[src/rtl/dma_req_issuer.sv]
// dma_req_issuer: splits one (vaddr, len) transfer command into DMA requests
// that never cross a 2^PAGE_BITS page and never exceed MAX_XFER bytes.
// Commands whose end address lies beyond 2^VADDR_BITS are rejected with err.
//
// Ports:
//   aclk, areset            clock, asynchronous active-high reset
//   s_cmd_valid/ready       command handshake (ready only while idle)
//   s_cmd_vaddr, s_cmd_len  command start address and byte length
//   m_req_valid/ready       request handshake towards the gateway
//   m_req_vaddr, m_req_len  request address and length (registered)
//   done, err               one-cycle completion pulse; err qualified by done
//   chunk_cnt               requests issued for the current/last command
module dma_req_issuer #(
   parameter int unsigned VADDR_BITS = 48,
   parameter int unsigned LEN_BITS   = 28,
   parameter int unsigned PAGE_BITS  = 12,
   parameter int unsigned MAX_XFER   = 4096,
   parameter int unsigned CNT_BITS   = 16
) (
   input  logic                  aclk,
   input  logic                  areset,
   input  logic                  s_cmd_valid,
   output logic                  s_cmd_ready,
   input  logic [VADDR_BITS-1:0] s_cmd_vaddr,
   input  logic [LEN_BITS-1:0]   s_cmd_len,
   output logic                  m_req_valid,
   input  logic                  m_req_ready,
   output logic [VADDR_BITS-1:0] m_req_vaddr,
   output logic [LEN_BITS-1:0]   m_req_len,
   output logic                  done,
   output logic                  err,
   output logic [CNT_BITS-1:0]   chunk_cnt
);

   localparam int unsigned LW = LEN_BITS + 1;
   localparam int unsigned AW = VADDR_BITS + 1;
   localparam logic [LW-1:0] PAGE_SZ  = LW'(1) << PAGE_BITS;
   localparam logic [LW-1:0] MAX_SZ   = LW'(MAX_XFER);
   localparam logic [AW-1:0] ADDR_TOP = AW'(1) << VADDR_BITS;

   typedef enum logic {IDLE, ISSUE} state_t;

   state_t                state_q;
   logic [VADDR_BITS-1:0] vaddr_q;
   logic [LEN_BITS-1:0]   rem_q;
   logic [LEN_BITS-1:0]   chunk_q;
   logic [CNT_BITS-1:0]   cnt_q;
   logic                  done_q;
   logic                  err_q;

   // Largest legal request starting at page offset off with rem bytes left.
   function automatic logic [LEN_BITS-1:0] chunk_f(input logic [PAGE_BITS-1:0] off,
                                                   input logic [LEN_BITS-1:0]  rem);
      logic [LW-1:0] page_left;
      logic [LW-1:0] lim;
      logic [LEN_BITS-1:0] res;
      page_left = PAGE_SZ - LW'(off);
      lim       = (MAX_SZ < page_left) ? MAX_SZ : page_left;
      if (LW'(rem) <= lim) res = rem;
      else                 res = lim[LEN_BITS-1:0];
      return res;
   endfunction

   // Overflow pre-check at one extra bit so the end address cannot wrap.
   logic [AW-1:0] cmd_end;
   logic          cmd_ovf;
   assign cmd_end = {1'b0, s_cmd_vaddr} + AW'(s_cmd_len);
   assign cmd_ovf = cmd_end > ADDR_TOP;

   // Position after the current request is accepted.
   logic [VADDR_BITS-1:0] vaddr_adv;
   logic [LEN_BITS-1:0]   rem_adv;
   logic                  last_chunk;
   assign vaddr_adv  = vaddr_q + VADDR_BITS'(chunk_q);
   assign rem_adv    = rem_q - chunk_q;
   assign last_chunk = (rem_q == chunk_q);

   // Issue FSM; the next chunk is precomputed so request outputs are registers.
   always_ff @(posedge aclk or posedge areset) begin
      if (areset) begin
         state_q <= IDLE;
         vaddr_q <= '0;
         rem_q   <= '0;
         chunk_q <= '0;
         cnt_q   <= '0;
         done_q  <= 1'b0;
         err_q   <= 1'b0;
      end else begin
         done_q <= 1'b0;
         if (state_q == IDLE) begin
            if (s_cmd_valid) begin
               vaddr_q <= s_cmd_vaddr;
               rem_q   <= s_cmd_len;
               chunk_q <= chunk_f(s_cmd_vaddr[PAGE_BITS-1:0], s_cmd_len);
               cnt_q   <= '0;
               if (s_cmd_len == '0) begin
                  done_q <= 1'b1;
                  err_q  <= 1'b0;
               end else if (cmd_ovf) begin
                  done_q <= 1'b1;
                  err_q  <= 1'b1;
               end else begin
                  state_q <= ISSUE;
               end
            end
         end else if (m_req_ready) begin
            vaddr_q <= vaddr_adv;
            rem_q   <= rem_adv;
            chunk_q <= chunk_f(vaddr_adv[PAGE_BITS-1:0], rem_adv);
            if (cnt_q != '1) cnt_q <= cnt_q + CNT_BITS'(1);
            if (last_chunk) begin
               state_q <= IDLE;
               done_q  <= 1'b1;
               err_q   <= 1'b0;
            end
         end
      end
   end

   assign s_cmd_ready = (state_q == IDLE);
   assign m_req_valid = (state_q == ISSUE);
   assign m_req_vaddr = vaddr_q;
   assign m_req_len   = chunk_q;
   assign done        = done_q;
   assign err         = err_q;
   assign chunk_cnt   = cnt_q;

endmodule

[config.mk]
export PLATFORM = sky130hd
export DESIGN_NAME = dma_req_issuer
export DESIGN_NICKNAME = d
export VERILOG_FILES = /design/src/rtl/dma_req_issuer.sv
export SDC_FILE = /design/constraint.sdc
export NUM_CORES = 1
export LEC_CHECK = 0
export BUFFER_PORTS_ARGS = -buffer_cell sky130_fd_sc_hd__buf_2
export CAP_MARGIN = 15
export CORE_ASPECT_RATIO = 1.75
export CORE_MARGIN = 3
export CORE_UTILIZATION = 60
export CTS_CLUSTER_SIZE = 40
export DETAILED_ROUTE_END_ITERATION = 8
export PLACE_DENSITY_LB_ADDON = 0.05
export REMOVE_ABC_BUFFERS = 1
export SYNTH_ARGS = -nofsm -noshare
export SYNTH_HDL_FRONTEND = slang
export SYNTH_SLANG_ARGS = --single-unit
[constraint.sdc]
create_clock -name aclk -period 6.3 [get_ports aclk]
set_input_delay 0.945 -clock aclk [delete_from_list [all_inputs] [get_ports aclk]]
set_output_delay 0.945 -clock aclk [all_outputs]
set_load 0.01 [all_outputs]
==> run summary <==
The post-CTS repair timing setup buffer count came out at 0. The H-tree was split into 4 levels. The tree built by TritonCTS fans out to 123 sinks. The share of the Yosys chip area taken by registers is 0.236. The final-report max-slew violation count came out at 0. The worst hold path belongs to the class reg2reg. The clock tree skew after final layout came out at 0.00848 ns. The start of the worst register-to-register path is m_req_len[4]. The least setup slack across all paths after layout is 0.618 ns. The most used flip-flop cell after synthesis is dfrtp_1. The clock tree from TritonCTS is done. The via count of the first global-routing pass was 13500. The global placement routability congestion is 0.986.

The detailed-route vias per instance is 6.65. Clock tree synthesis selected as its root buffer the cell clkbuf_16. The adder-cell share of the synthesized area is 0.112.

The total die area is 0.0236 mm². Across all register-to-register paths, the minimum setup slack is 0.62 ns. The count of nets after finishing came out at 1988.

The peak clock frequency supported by timing is 0.176 GHz. Leaving out fill and tap cells, the most frequent cells in the layout are buf_2, nand2_1, nor2_1. The synthesized area per cell came out at 7.80 µm². Detailed placement ended at an HPWL of 36.0 mm. Counting along the longest clock path gives a buffer depth of 2. The clock latency at the later pin of the worst-skew pair came out at 0.45 ns. The first-pass GRT wire length is 72.5 mm.

In this run the remaining antenna-violating nets after routing total 0. The clock-pin slew on the worst setup and hold paths came out at 0.06 ns. The worst voltage drop across the vdd grid came out at 503 µV. The number of warnings reported in the yosys synthesis log came out at 0. For this run the aggregate overflow at the end of global routing stands at 0. The vias after detailed routing came out at 13900.

The final routed wirelength across all metal layers came out at 46.5 mm. The minimum setup slack after placement came out at 0.732 ns. The detailed-route wire length per cell came out at 22.2 µm. The area used by multi-input combinational logic came out at 0.00931 mm².

The count of endpoints failing setup in the final report came out at 0. The initial antenna violation count was 0. Setup repair after global routing left no endpoint under its margin.

The worst setup path is captured at a flop. The number of cells upsized or downsized after cts is 0. The die height came out at 201 µm. The critical path data arrival time came out at 5.96 ns. The run finished with clean final reports.

By area, the combinational part of the netlist is dominated by compound AO/OA/AOI/OAI gates. The diode insertion count for antenna repair came out at 0. After detailed routing, the number of remaining DRC violations is 0. The sequential cells in the finished layout cover a total of 0.00308 mm².

The capturing element of the worst setup path is m_req_len[9]. The depth of the worst register-to-register path came out at 19. Fill cells in the final layout number 1827. The total of max-cap violations is 0. The worst relative slew slack came out at 0.393. The slew at the pin closest to its max-slew limit is 0.910 ns. The number of primary I/O pins is 176. The fraction of layout instances using a drive strength above 1 came out at 0.145. The leading cell type in the layout, fill and taps excluded is buf_2. The area overhead of the layout relative to synthesis came out at 12.5%. The endpoint of the most critical register-to-register path is m_req_len[9]. The final period utilization is 0.902. The number of DRC markers after the initial detailed-route iteration is 1246.

The cell row count came out at 70. The synthesized design contains 123 register bits. In this run the worst setup path begins at m_req_len[4]. The total leakage power came out at 6.81 nW. The total track usage came out at 0.385.

The worst setup path is launched from a flop. The final critical-path required period came out at 5.68 ns. The async set-reset flop share out of synthesis came out at 1.00. Along the worst path, the maximum fanout reaches 14. The required time reported for the critical path endpoint is 6.58 ns. The synthesized instance count is 1670. Measured against the total synthesized area, the mux share comes to 0.0506.

The final setup TNS came out at 0 ns. The distinct cell type count after synthesis came out at 98. The die outline width came out at 117 µm. The effective utilization at floorplan came out at 0.617. The worst setup path is of the reg2reg kind. The cell area after synthesis came out at 0.0130 mm². The parity-gate share of the synthesized area counting xor and xnor cells came out at 0.0611. The number of optimization iterations in the first detailed-route pass is 6. The maximum number of pins on one net before global-route repair came out at 71. The total power divided by cell area is 502 mW/mm².

The share of the synthesized area in compound gates (AO/OA/AOI/OAI) came out at 0.262. The number of input and output port buffers inserted is 175. The number of endpoints with negative hold slack in the final report came out at 0. Of the total synthesized cell area, the portion taken by AND, OR, NAND and NOR gates is 0.228. For this design, the CTS-stage hold fixing added 0 buffers. The number of clock buffers inserted by TritonCTS is 17. The count of flip-flops with a built-in enable after synthesis is 0. After floorplanning, the core was sized to cover 0.0211 mm².
-- worst min path at each step --
stage	from	end	slack, ns	cells after the start
6_report	rem_q[9]	rem_q[9]	0.49	2
5_1_grt	rem_q[9]	rem_q[9]	0.52	2
4_1_cts	rem_q[4]	rem_q[4]	0.49	2
3_5_place_dp	rem_q[4]	rem_q[4]	0.48	2
3_3_place_gp	rem_q[15]	rem_q[15]	0.47	2
2_1_floorplan	rem_q[10]	rem_q[10]	0.45	2
-- sequential cells by signal, indices dropped and copies added (netlist names) --
| signal | cells |
|---|---|
| chunk_cnt | 16 |
| done | 1 |
| err | 1 |
| m_req_len | 28 |
| m_req_vaddr | 48 |
| m_req_valid | 1 |
| rem_q | 28 |
-- synthesized netlist by cell type, types with 7 or more instances --
cell type,n,area share
a211o_1,10,0.0067
a21o_1,35,0.020
nand3_1,49,0.019
nand2b_1,12,0.0058
nand2_1,166,0.048
and2_1,8,0.0038
or3_1,15,0.0072
nor2_1,148,0.043
o211ai_1,23,0.013
buf_2,15,0.0058
a31oi_1,18,0.0086
mux2i_1,59,0.045
o21a_1,22,0.013
ha_1,112,0.11
o21ai_1,8,0.0031
o22ai_1,7,0.0034
and3_1,20,0.0096
nor4_1,15,0.0072
inv_1,78,0.022
or4_1,7,0.0040
xor2_1,48,0.032
nor2b_1,23,0.011
dfrtp_1,123,0.24
nor3_1,53,0.020
o21bai_1,9,0.0052
o221ai_1,14,0.0094
buf_1,11,0.0032
clkbuf_1,52,0.015
nor3b_1,7,0.0040
or2_2,8,0.0038
o2111ai_1,8,0.0054
a21oi_1,122,0.047
xnor2_1,41,0.028
nand4_1,47,0.023
o21ai_0,134,0.052
a211oi_1,20,0.012
-- power by group --
group	internal, mW	switching (mW)	leakage [nW]	total [mW]
combinational	2.01	3.00	4.97	5.01
clock	0.675	0.423	0.300	1.10
sequential	1.03	0.210	1.54	1.24
-- cells by family after synthesis --
family	after synthesis
xor gates and xnor gates	90
and+or+nand+nor	604
AOI/OAI and AO/OA	512
muxes	65
buffers and inverters	161
DFF	123
adders and majority gates	115
-- metrics by stage --
stage	instances	power [mW]	utilization	hold slack [ns]	cell area [µm²]
2_1_floorplan	1589	4.87	-	0.454	12700
3_3_place_gp	2062	6.04	0.664	0.466	14000
3_5_place_dp	2062	6.14	0.664	0.475	14000
4_1_cts	2094	7.27	0.694	0.490	14600
5_1_grt	2094	7.96	0.694	0.515	14600
6_report	2094	7.35	0.694	0.487	14600
-- routing by layer --
layer / wire length (µm) / track usage
met1: 16600 / 0.420
met2: 22800 / 0.671
met3: 2910 / 0.0465
met4: 4220 / 0.302
met5: 0 / 0
-- critical path, cell delays in order, from the launching register on --
cell and delay [ns]:
dfrtp_1 0.43, ha_1 0.27, or3_1 0.42, a211o_1 0.33, nand2_1 0.09, xor2_1 0.39, o2111ai_2 0.26, or4_1 0.74
nand2_1 0.16, ha_1 0.15, nand3_1 0.10, or4_1 0.47, o21ai_0 0.09, a21oi_1 0.11, a2111oi_4 0.31, nand4_2 0.16
a2111oi_4 0.28, buf_4 0.33, mux2i_1 0.27, o221ai_1 0.14
-- layout make-up --
type,count,share of cell area
well taps,288,0.0246
clock buffers,19,0.0303
flip-flops and latches,123,0.210
repair buffers,185,0.0649
inverters,80,0.0207
clock inverters,13,0.0131
multi-input cells,1386,0.636
No activity file was read; power rests on OpenSTA's default activity.
